**config.mk**
```make
export PLATFORM = sky130hd
export DESIGN_NAME = ibm_1620_timing_ring_flat
export DESIGN_NICKNAME = d
export VERILOG_FILES = /design/src/rtl/ibm_1620_timing_ring_pkg.sv /design/src/rtl/ibm_1620_timing_ring_if.sv /design/src/rtl/ibm_1620_osc_watchdog.sv /design/src/rtl/ibm_1620_timing_ring.sv /design/src/flat_wrapper.sv
export SDC_FILE = /design/constraint.sdc
export NUM_CORES = 1
export LEC_CHECK = 0
export BUFFER_PORTS_ARGS = -buffer_cell sky130_fd_sc_hd__buf_2
export CAP_MARGIN = 20
export CORE_MARGIN = 4
export CORE_UTILIZATION = 25
export CTS_CLUSTER_DIAMETER = 50
export DETAILED_ROUTE_END_ITERATION = 16
export PLACE_DENSITY_LB_ADDON = 0.08
export SKIP_LAST_GASP = 1
export SYNTH_ARGS = -nofsm -noshare
export SYNTH_HDL_FRONTEND = slang
export SYNTH_SLANG_ARGS = --single-unit
```
**constraint.sdc**
```tcl
create_clock -name clk -period 1.9 [get_ports clk]
set_input_delay 0.19 -clock clk [delete_from_list [all_inputs] [get_ports clk]]
set_output_delay 0.19 -clock clk [all_outputs]
set_load 0.02 [all_outputs]
```
**src/rtl/ibm_1620_timing_ring_pkg.sv**
```systemverilog
// ---------------------------------------------------------------------------
// ibm_1620_timing_pkg
// Shared constants for the IBM 1620 memory-cycle timing ring:
//   - FSM state encoding (legacy two-bit codes)
//   - default ring geometry and oscillator-loss timeout
// ---------------------------------------------------------------------------
package ibm_1620_timing_pkg;

    // Ring control states
    localparam logic [1:0] ST_IDLE     = 2'd0;
    localparam logic [1:0] ST_RUN      = 2'd1;
    localparam logic [1:0] ST_STOPPING = 2'd2;
    localparam logic [1:0] ST_SINGLE   = 2'd3;

    // Default geometry: 10 positions x 2 pulses x 1 us = 20 us memory cycle
    localparam int DEF_POSITIONS      = 10;
    localparam int DEF_PULSES_PER_POS = 2;
    localparam int DEF_OSC_TIMEOUT    = 16;

endpackage

```
**src/rtl/ibm_1620_timing_ring_if.sv**
```systemverilog
// ---------------------------------------------------------------------------
// ibm_1620_timing_ring_if
// Bundle between the CPU control side (master) and the timing ring (slave).
//   osc_pulse   : oscillator strobe, one clk wide
//   run_req     : level, run continuously
//   single_req  : level, rising edge requests one memory cycle
//   fail_clr    : strobe, clears the sticky oscillator-loss flag
//   timing_gate : one-hot ring position T0..T(POSITIONS-1)
//   cycle_end   : one-clk pulse on the wrap back to T0
//   running     : ring control is not idle
//   osc_fail    : sticky oscillator-loss flag
// ---------------------------------------------------------------------------
interface ibm_1620_timing_ring_if
    import ibm_1620_timing_pkg::*;
#(
    parameter int POSITIONS = DEF_POSITIONS
);
    logic                 osc_pulse;
    logic                 run_req;
    logic                 single_req;
    logic                 fail_clr;
    logic [POSITIONS-1:0] timing_gate;
    logic                 cycle_end;
    logic                 running;
    logic                 osc_fail;

    modport master (
        output osc_pulse, run_req, single_req, fail_clr,
        input  timing_gate, cycle_end, running, osc_fail
    );

    modport slave (
        input  osc_pulse, run_req, single_req, fail_clr,
        output timing_gate, cycle_end, running, osc_fail
    );
endinterface

```
**src/rtl/ibm_1620_osc_watchdog.sv**
```systemverilog
// ---------------------------------------------------------------------------
// ibm_1620_osc_watchdog
// Counts clk cycles since the last osc_pulse, saturating at OSC_TIMEOUT.
//   clk, rst_n : clock, asynchronous active-low reset
//   osc_pulse  : oscillator strobe; clears the count
//   fail_clr   : clears osc_fail (re-sets next cycle if still timed out)
//   osc_fail   : sticky oscillator-loss flag
//   trip       : the count reaches/holds OSC_TIMEOUT on this edge; lets the
//                ring abort on the same edge that osc_fail sets
// ---------------------------------------------------------------------------
module ibm_1620_osc_watchdog
    import ibm_1620_timing_pkg::*;
#(
    parameter int OSC_TIMEOUT = DEF_OSC_TIMEOUT
) (
    input  logic clk,
    input  logic rst_n,
    input  logic osc_pulse,
    input  logic fail_clr,
    output logic osc_fail,
    output logic trip
);
    localparam int CNT_W = $clog2(OSC_TIMEOUT + 1);

    logic [CNT_W-1:0] count;

    // The edge that would move the count to OSC_TIMEOUT (or keep it there)
    assign trip = !osc_pulse && (count >= CNT_W'(OSC_TIMEOUT - 1));

    // NOTE: sequential state uses non-blocking assignments so every register
    // samples pre-edge values, independent of statement order.
    always_ff @(posedge clk or negedge rst_n) begin
        if (!rst_n) begin
            count    <= '0;
            osc_fail <= 1'b0;
        end else begin
            if (osc_pulse)
                count <= '0;
            else if (count != CNT_W'(OSC_TIMEOUT))
                count <= count + 1'b1;

            // Clear wins for one cycle; a still-saturated count re-trips next edge
            if (fail_clr)
                osc_fail <= 1'b0;
            else if (trip)
                osc_fail <= 1'b1;
        end
    end
endmodule

```
**src/rtl/ibm_1620_timing_ring.sv**
```systemverilog
// ---------------------------------------------------------------------------
// ibm_1620_timing_ring
// Turns oscillator pulses into one-hot memory-cycle timing gates T0..T9 with
// run / single-cycle / stop-at-cycle-end control and an oscillator watchdog.
//   clk, rst_n : clock, asynchronous active-low reset
//   bus        : ibm_1620_timing_ring_if.slave (see interface header)
// The interface POSITIONS parameter must match this module's POSITIONS.
// ---------------------------------------------------------------------------
module ibm_1620_timing_ring
    import ibm_1620_timing_pkg::*;
#(
    parameter int POSITIONS      = DEF_POSITIONS,
    parameter int PULSES_PER_POS = DEF_PULSES_PER_POS,
    parameter int OSC_TIMEOUT    = DEF_OSC_TIMEOUT
) (
    input logic                    clk,
    input logic                    rst_n,
    ibm_1620_timing_ring_if.slave  bus
);
    localparam int SUB_W = (PULSES_PER_POS > 1) ? $clog2(PULSES_PER_POS) : 1;

    logic [1:0]           state, state_nx;
    logic [POSITIONS-1:0] gate;
    logic [SUB_W-1:0]     sub;
    logic                 cycle_end;
    logic                 single_q;
    logic                 osc_fail;
    logic                 trip;

    logic single_rise, advance, term, wrap;

    ibm_1620_osc_watchdog #(
        .OSC_TIMEOUT (OSC_TIMEOUT)
    ) u_watchdog (
        .clk       (clk),
        .rst_n     (rst_n),
        .osc_pulse (bus.osc_pulse),
        .fail_clr  (bus.fail_clr),
        .osc_fail  (osc_fail),
        .trip      (trip)
    );

    assign single_rise = bus.single_req && !single_q;
    // The ring is parked in IDLE, so a newly entered state first advances
    // on the following edge
    assign advance     = (state != ST_IDLE) && bus.osc_pulse;
    assign term        = (sub == SUB_W'(PULSES_PER_POS - 1));
    assign wrap        = advance && term && gate[POSITIONS-1];

    // NOTE: every always_comb output gets a default first so no path
    // leaves it unassigned, which would infer a latch.
    always_comb begin
        state_nx = state;
        case (state)
            ST_IDLE: begin
                // RUN has priority; a simultaneous single edge is dropped
                if (!osc_fail) begin
                    if (bus.run_req)
                        state_nx = ST_RUN;
                    else if (single_rise)
                        state_nx = ST_SINGLE;
                end
            end
            ST_RUN: begin
                // Dropping run_req exactly on the wrap edge stops there
                if (!bus.run_req)
                    state_nx = wrap ? ST_IDLE : ST_STOPPING;
            end
            ST_STOPPING: begin
                if (bus.run_req)
                    state_nx = ST_RUN;
                else if (wrap)
                    state_nx = ST_IDLE;
            end
            ST_SINGLE: begin
                if (wrap)
                    state_nx = ST_IDLE;
            end
            default: state_nx = ST_IDLE;
        endcase
    end

    always_ff @(posedge clk or negedge rst_n) begin
        if (!rst_n) begin
            state     <= ST_IDLE;
            gate      <= POSITIONS'(1);
            sub       <= '0;
            cycle_end <= 1'b0;
            single_q  <= 1'b0;
        end else begin
            single_q <= bus.single_req;
            if (trip) begin
                // Oscillator loss: abandon the cycle without a cycle_end
                state     <= ST_IDLE;
                gate      <= POSITIONS'(1);
                sub       <= '0;
                cycle_end <= 1'b0;
            end else begin
                state     <= state_nx;
                cycle_end <= wrap;
                if (advance) begin
                    if (term) begin
                        sub  <= '0;
                        gate <= {gate[POSITIONS-2:0], gate[POSITIONS-1]};
                    end else begin
                        sub <= sub + 1'b1;
                    end
                end
            end
        end
    end

    assign bus.timing_gate = gate;
    assign bus.cycle_end   = cycle_end;
    assign bus.running     = (state != ST_IDLE);
    assign bus.osc_fail    = osc_fail;
endmodule
```
**src/flat_wrapper.sv**
```systemverilog
// flat-port wrapper written by rule: the top's interface ports become plain ports
module ibm_1620_timing_ring_flat import ibm_1620_timing_pkg::*;
#(
    parameter int POSITIONS      = DEF_POSITIONS,
    parameter int PULSES_PER_POS = DEF_PULSES_PER_POS,
    parameter int OSC_TIMEOUT    = DEF_OSC_TIMEOUT
)
  (clk, rst_n, bus_osc_pulse, bus_run_req, bus_single_req, bus_fail_clr, bus_timing_gate, bus_cycle_end, bus_running, bus_osc_fail);
  ibm_1620_timing_ring_if #(.POSITIONS(POSITIONS)) bus_i ();
  input logic clk;
  input logic rst_n;
  input wire logic [$bits(bus_i.osc_pulse)-1:0] bus_osc_pulse;
  input wire logic [$bits(bus_i.run_req)-1:0] bus_run_req;
  input wire logic [$bits(bus_i.single_req)-1:0] bus_single_req;
  input wire logic [$bits(bus_i.fail_clr)-1:0] bus_fail_clr;
  output wire logic [$bits(bus_i.timing_gate)-1:0] bus_timing_gate;
  output wire logic [$bits(bus_i.cycle_end)-1:0] bus_cycle_end;
  output wire logic [$bits(bus_i.running)-1:0] bus_running;
  output wire logic [$bits(bus_i.osc_fail)-1:0] bus_osc_fail;
  assign bus_i.osc_pulse = bus_osc_pulse;
  assign bus_i.run_req = bus_run_req;
  assign bus_i.single_req = bus_single_req;
  assign bus_i.fail_clr = bus_fail_clr;
  assign bus_timing_gate = bus_i.timing_gate;
  assign bus_cycle_end = bus_i.cycle_end;
  assign bus_running = bus_i.running;
  assign bus_osc_fail = bus_i.osc_fail;
  ibm_1620_timing_ring #(.POSITIONS(POSITIONS), .PULSES_PER_POS(PULSES_PER_POS), .OSC_TIMEOUT(OSC_TIMEOUT)) u_core (.clk(clk), .rst_n(rst_n), .bus(bus_i));
endmodule
```
# After elaboration in Yosys (flattened, before gate mapping)
# Cells that the tools add are included.
# word_totals
regBits	21
input_bits	6
output_inout_bits	13
word_cells	52
# classes
n_addsub	2
order_cmp	1
n_eq_ne	7
muxes	20
n_reduce_logical	15
# ops
op	n
$mux 10	3
$mux 2	8
$mux 5	2
$reduce_bool 2->1	5
$pmux 2 s4	1
$mux 1	6
$ne 3x2->1 const B	2
$add 5x1->5 const B	1
$ge 5x4->1 const B	1
$logic_and 1x1->1	5
$ne 5x5->1 const B	1
$eq 2x2->1 const B	2
$ne 4x2->1 const B	1
$reduce_and 3->1	1
$eq 2x1->1 const B	1
$logic_not 1->1	2
$logic_not 2->1	1
$reduce_and 2->1	1
$add 1x1->1 const B	1

# Logic depth before layout (Yosys ltp)
# logic_depth
ltp_word	8
ltp_mapped	7
ltp_nobuf	6

# Hierarchy
# From an unflattened synthesis, not the netlist that was laid out.
# unflattened
cells_unflattened	92
hier_area_um2	1021.0
# modules_own_cells
mod	instances	cells_each	area_per_inst_um2	seq_area_each_um2
ibm_1620_timing_ring	1	57	659.4	376.6
ibm_1620_osc_watchdog	1	35	361.6	150.1

# Worst setup path after synthesis
# Ideal clock, no wire load.
# synth_timing
path_type	reg2reg
startpoint	reg u_core.u_watchdog.count[0]
endpoint	reg u_core.state[0]
setup_ns	0.077
t_arrival_ns	1.400
required_time_ns	1.823
setup_slack_ns	0.423
path_stages_with_launch	8
path_buffers	1
synth_period_minus_slack_ns	1.477
cell_sequence	dfrtp_1 -> ha_1 -> and3_1 -> ha_1 -> nor2_1 -> a21oi_2 -> buf_6 -> a21oi_1
# synth_via
elab_chain_cells	4
elab_cells_between_ends	7
classes_between	order compare: 1; eq/ne: 3; mux: 1; reduce/logical: 2
# synth_rtl
item	line	rtl
start, declared	ibm_1620_osc_watchdog.sv:25	logic [CNT_W-1:0] count;
start signal, assigned	ibm_1620_osc_watchdog.sv:40	count <= count + 1'b1;
$ge 5x4->1 (*)	ibm_1620_osc_watchdog.sv:28	assign trip = !osc_pulse && (count >= CNT_W'(OSC_TIMEOUT - 1));
$logic_and 1x1->1 (*)	ibm_1620_osc_watchdog.sv:28	
$ne 4x2->1 (no line) / $ne 3x2->1 (equally long branches)	-	
$reduce_and 3->1 (no line)	-	
end signal, assigned	ibm_1620_timing_ring.sv:99	state <= state_nx;
end, declared	ibm_1620_timing_ring.sv:22	logic [1:0] state, state_nx;
# Mark *: on every way between the ends. The rest lies on a longest branch, timed or not.
# A chain may end at the register's enable or synchronous reset.

# Worst setup path after layout
# layout_timing
startpoint	reg u_core.u_watchdog.count[0]
endpoint	reg u_core.u_watchdog.osc_fail
# layout_via
elab_chain_cells	3
# layout_rtl
item	line	rtl
$ge 5x4->1	ibm_1620_osc_watchdog.sv:28	
$logic_and 1x1->1	ibm_1620_osc_watchdog.sv:28	
$reduce_bool 2->1 (no line)	-	
end signal, assigned	ibm_1620_osc_watchdog.sv:35	osc_fail <= 1'b0;
end signal, assigned	ibm_1620_osc_watchdog.sv:44	osc_fail <= 1'b0;
end signal, assigned	ibm_1620_osc_watchdog.sv:46	osc_fail <= 1'b1;
end, declared	ibm_1620_osc_watchdog.sv:20	output logic osc_fail,
# Every way passes these cells.

==> metrics.txt <==
status complete, no violations; Max IR drop VDD 556 uV; n_diodes 0; crit-path max FO 13; placed cell area 0.00112 mm2; I/O pin count 19; Die ar. 0.00511 mm2; sw frac 38.5%; Initial DRC Count 48; Post-route DRC 0; total gr overflow 0; Crit Path Class reg -> reg; Hold WS 61.4 ps; deepest clock path buffer count 2; Final period util 90.0%; final hold violation count 0; critical path required time 2060 ps; cells after synthesis 87; CORE AREA 0.00377 mm2; Logic pwr share 34.3%; Die Wd 71.5 um; Tightest Hold Check Type in -> reg; port bufs 18; power per cell area 1300 mW/mm2; Syn Std Cell Area 0.00101 mm2; worst endpoint data arrival time 1870 ps; async set-reset flop share out of synthesis 100%; initial antenna violation count 0; internal power 951 uW; Sequential Area 527 um2; Fmax 0.585 GHz; final setup fails 0; NetSw 597 uW; gr usage total 8.43%; RSZ-0062 raised after global routing no; Syn Area/Cell 11.6 um2; CTS tree done; hpwl dp 1330 um; Initial DRT Pass Iterations 4; vias in the first global route 685; register area share after synthesis 52.2%; Max Cap Viol 0; Area growth syn-to-layout 17.9%; starting density of the core 26.7%; # Post-CTS Setup Buffers 0; Vert. Die Dim 71.5 um; share of post-route cells with drive strength above 1 36.4%; latest clock arrival within the worst-skew pair 260 ps; pin count of the biggest net entering global routing 22; clock buffer count from CTS 3; multi-input logic area 422 um2; vias 679; CTS clk-pin slew, worst paths 80 ps; Max transition margin 66.9%; worst slew pin tran 496 ps; EDFF count, synth 0; FF+latch count, synth 21; endpoint class of the critical path flip-flop; DP Cell Count 150; Tmin final 1710 ps; leak pwr 0.608 nW; Final Max Slew Viols 0; Seq pwr share 46.0%; row cnt 22; routed len/inst 12.4 um; Routed Antenna Nets 0; syn_nets 96; via/cell ratio 4.38; CTS sink count 21; crit path launch type flip-flop; fillers 395; H-Tree Level Count 1; Final Instance Count excl. Fillers 155; Clk pwr share 19.7%; number of library cell types mapped by synthesis 28; Layout Nets 117; drt total wl 1920 um; first-pass GRT wire length 3310 um; YS warnings 0; Finished Cell Area 0.00119 mm2; main flop type after synthesis dfrtp_1; Clock Tree Root clkbuf_8; Final Util 31.5%; placer congestion estimate 0.765; skew final 6.53 ps
-- layout make-up --
| type | instances | share of cell area [%] |
|---|---|---|
| flip-flops and latches | 21 | 44.3 |
| clock buffers | 3 | 3.47 |
| multi-input cells | 55 | 35.5 |
| repair buffers | 20 | 9.05 |
| inverters | 7 | 2.21 |
| clock inverters | 1 | 0.421 |
| well taps | 48 | 5.05 |
-- power groups by stage --
stage / clock network [mW] / logic [mW] / registers [mW]
CTS: 0.310 / 0.544 / 0.715
global route: 0.337 / 0.588 / 0.741
global placement: 0 / 0.541 / 0.722
floorplan: 0 / 0.318 / 0.797
detailed placement: 0 / 0.538 / 0.725
finish: 0.304 / 0.531 / 0.713
-- critical path, stage by stage, from the launching register on --
cell and delay, ps:
dfrtp_1 420, ha_1 230, and3_1 170, ha_1 170
nor2_1 200, a21oi_4 180, o21ba_2 230
-- logic make-up after synthesis --
group / synth area share [%]
xor+xnor: 2.61
compound gates: 9.06
fa+ha+maj: 3.72
flops: 52.2
simple gates: 15.8
mux: 9.93
buf+inv: 6.70
-- placed cells by master, fill, tap and decap left out --
cell type      count
inv_1              7
ha_1               3
dfrtp_1           20
or3_1              1
nand4_1            2
nor3_1             2
a211o_1            1
a21bo_2            1
o211ai_2           1
mux2i_1           10
and3_1             1
dfstp_2            1
clkinv_2           1
and4bb_2           1
nor2_1             5
nor2_2             9
a21oi_1            2
o221ai_1           1
buf_4              1
dlygate4sd3_1      1
clkbuf_8           3
buf_2             18
or2_2              1
o21ai_0            3
nor3b_1            2
o211ai_1           1
a21oi_4            1
xor2_1             1
o21ba_2            1
xnor2_1            2
nand3_1            3
-- final timing paths --
kind / cells after the start / endpoint / start / slack, ps
worst max-delay path: 6 / u_core.u_watchdog.osc_fail$_DFFE_PN0P_ / u_core.u_watchdog.count[0]$_DFFE_PN0P_ / 190
min in group asynchronous: 2 / u_core.bus.timing_gate[9]$_DFFE_PN0P_ / rst_n / 410
worst min register to register: 2 / u_core.bus.timing_gate[8]$_DFFE_PN0P_ / u_core.bus.timing_gate[8]$_DFFE_PN0P_ / 550
worst max register to register: 6 / u_core.u_watchdog.osc_fail$_DFFE_PN0P_ / u_core.u_watchdog.count[0]$_DFFE_PN0P_ / 190
worst min-delay path: 1 / u_core.single_q$_DFF_PN0_ / bus_single_req / 60
max in group asynchronous: 2 / u_core.bus.timing_gate[0]$_DFFE_PN1P_ / rst_n / 1140
-- synthesized netlist by cell type, types with 2 or more instances --
cell | count | area share, %
nand3_1 | 3 | 1.5
nor3b_1 | 2 | 1.5
xnor2_1 | 2 | 1.7
ha_1 | 3 | 3.7
a21oi_1 | 2 | 0.99
nor2_1 | 5 | 1.9
nand4_1 | 2 | 1.2
o21ai_0 | 3 | 1.5
inv_1 | 7 | 2.6
nor2_2 | 9 | 5.6
mux2i_1 | 10 | 9.9
buf_6 | 3 | 3.3
nor3_1 | 2 | 0.99
dfrtp_1 | 20 | 50
-- routing by layer --
layer  global-route usage (%)  share of wire [%]  up-vias
met1                     11.2                 50      324
li1                         -                  -      337
met3                     2.10                4.5        4
met5                        0                  0        -
met2                     12.3                 42       14
met4                     5.01                2.8        0
-- sequential cells by signal (all words and copies together), names as in the netlist --
| signal | count |
|---|---|
| u_core.u_watchdog.osc_fail | 1 |
| u_core.bus.timing_gate | 10 |
| u_core.single_q | 1 |
| u_core.state | 2 |
| u_core.u_watchdog.count | 5 |
| u_core.bus.cycle_end | 1 |
| u_core.sub | 1 |
-- metrics by stage --
step                      TNS, ps  power, mW  worst slack (ps)
after floorplan                 0       1.12               423
after global placement          0       1.26              22.0
after detailed placement    -19.1       1.26             -13.4
after CTS                       0       1.57               173
after global routing            0       1.67              79.4
final                           0       1.55               190
-- what timing repair did --
item                       4_1_cts  5_1_grt
gates resized for setup          1        0
hold endpoints to repair        20        0
setup endpoints to repair        3        0
hold buffers                     1        0
(Power assumes the default switching activity.)
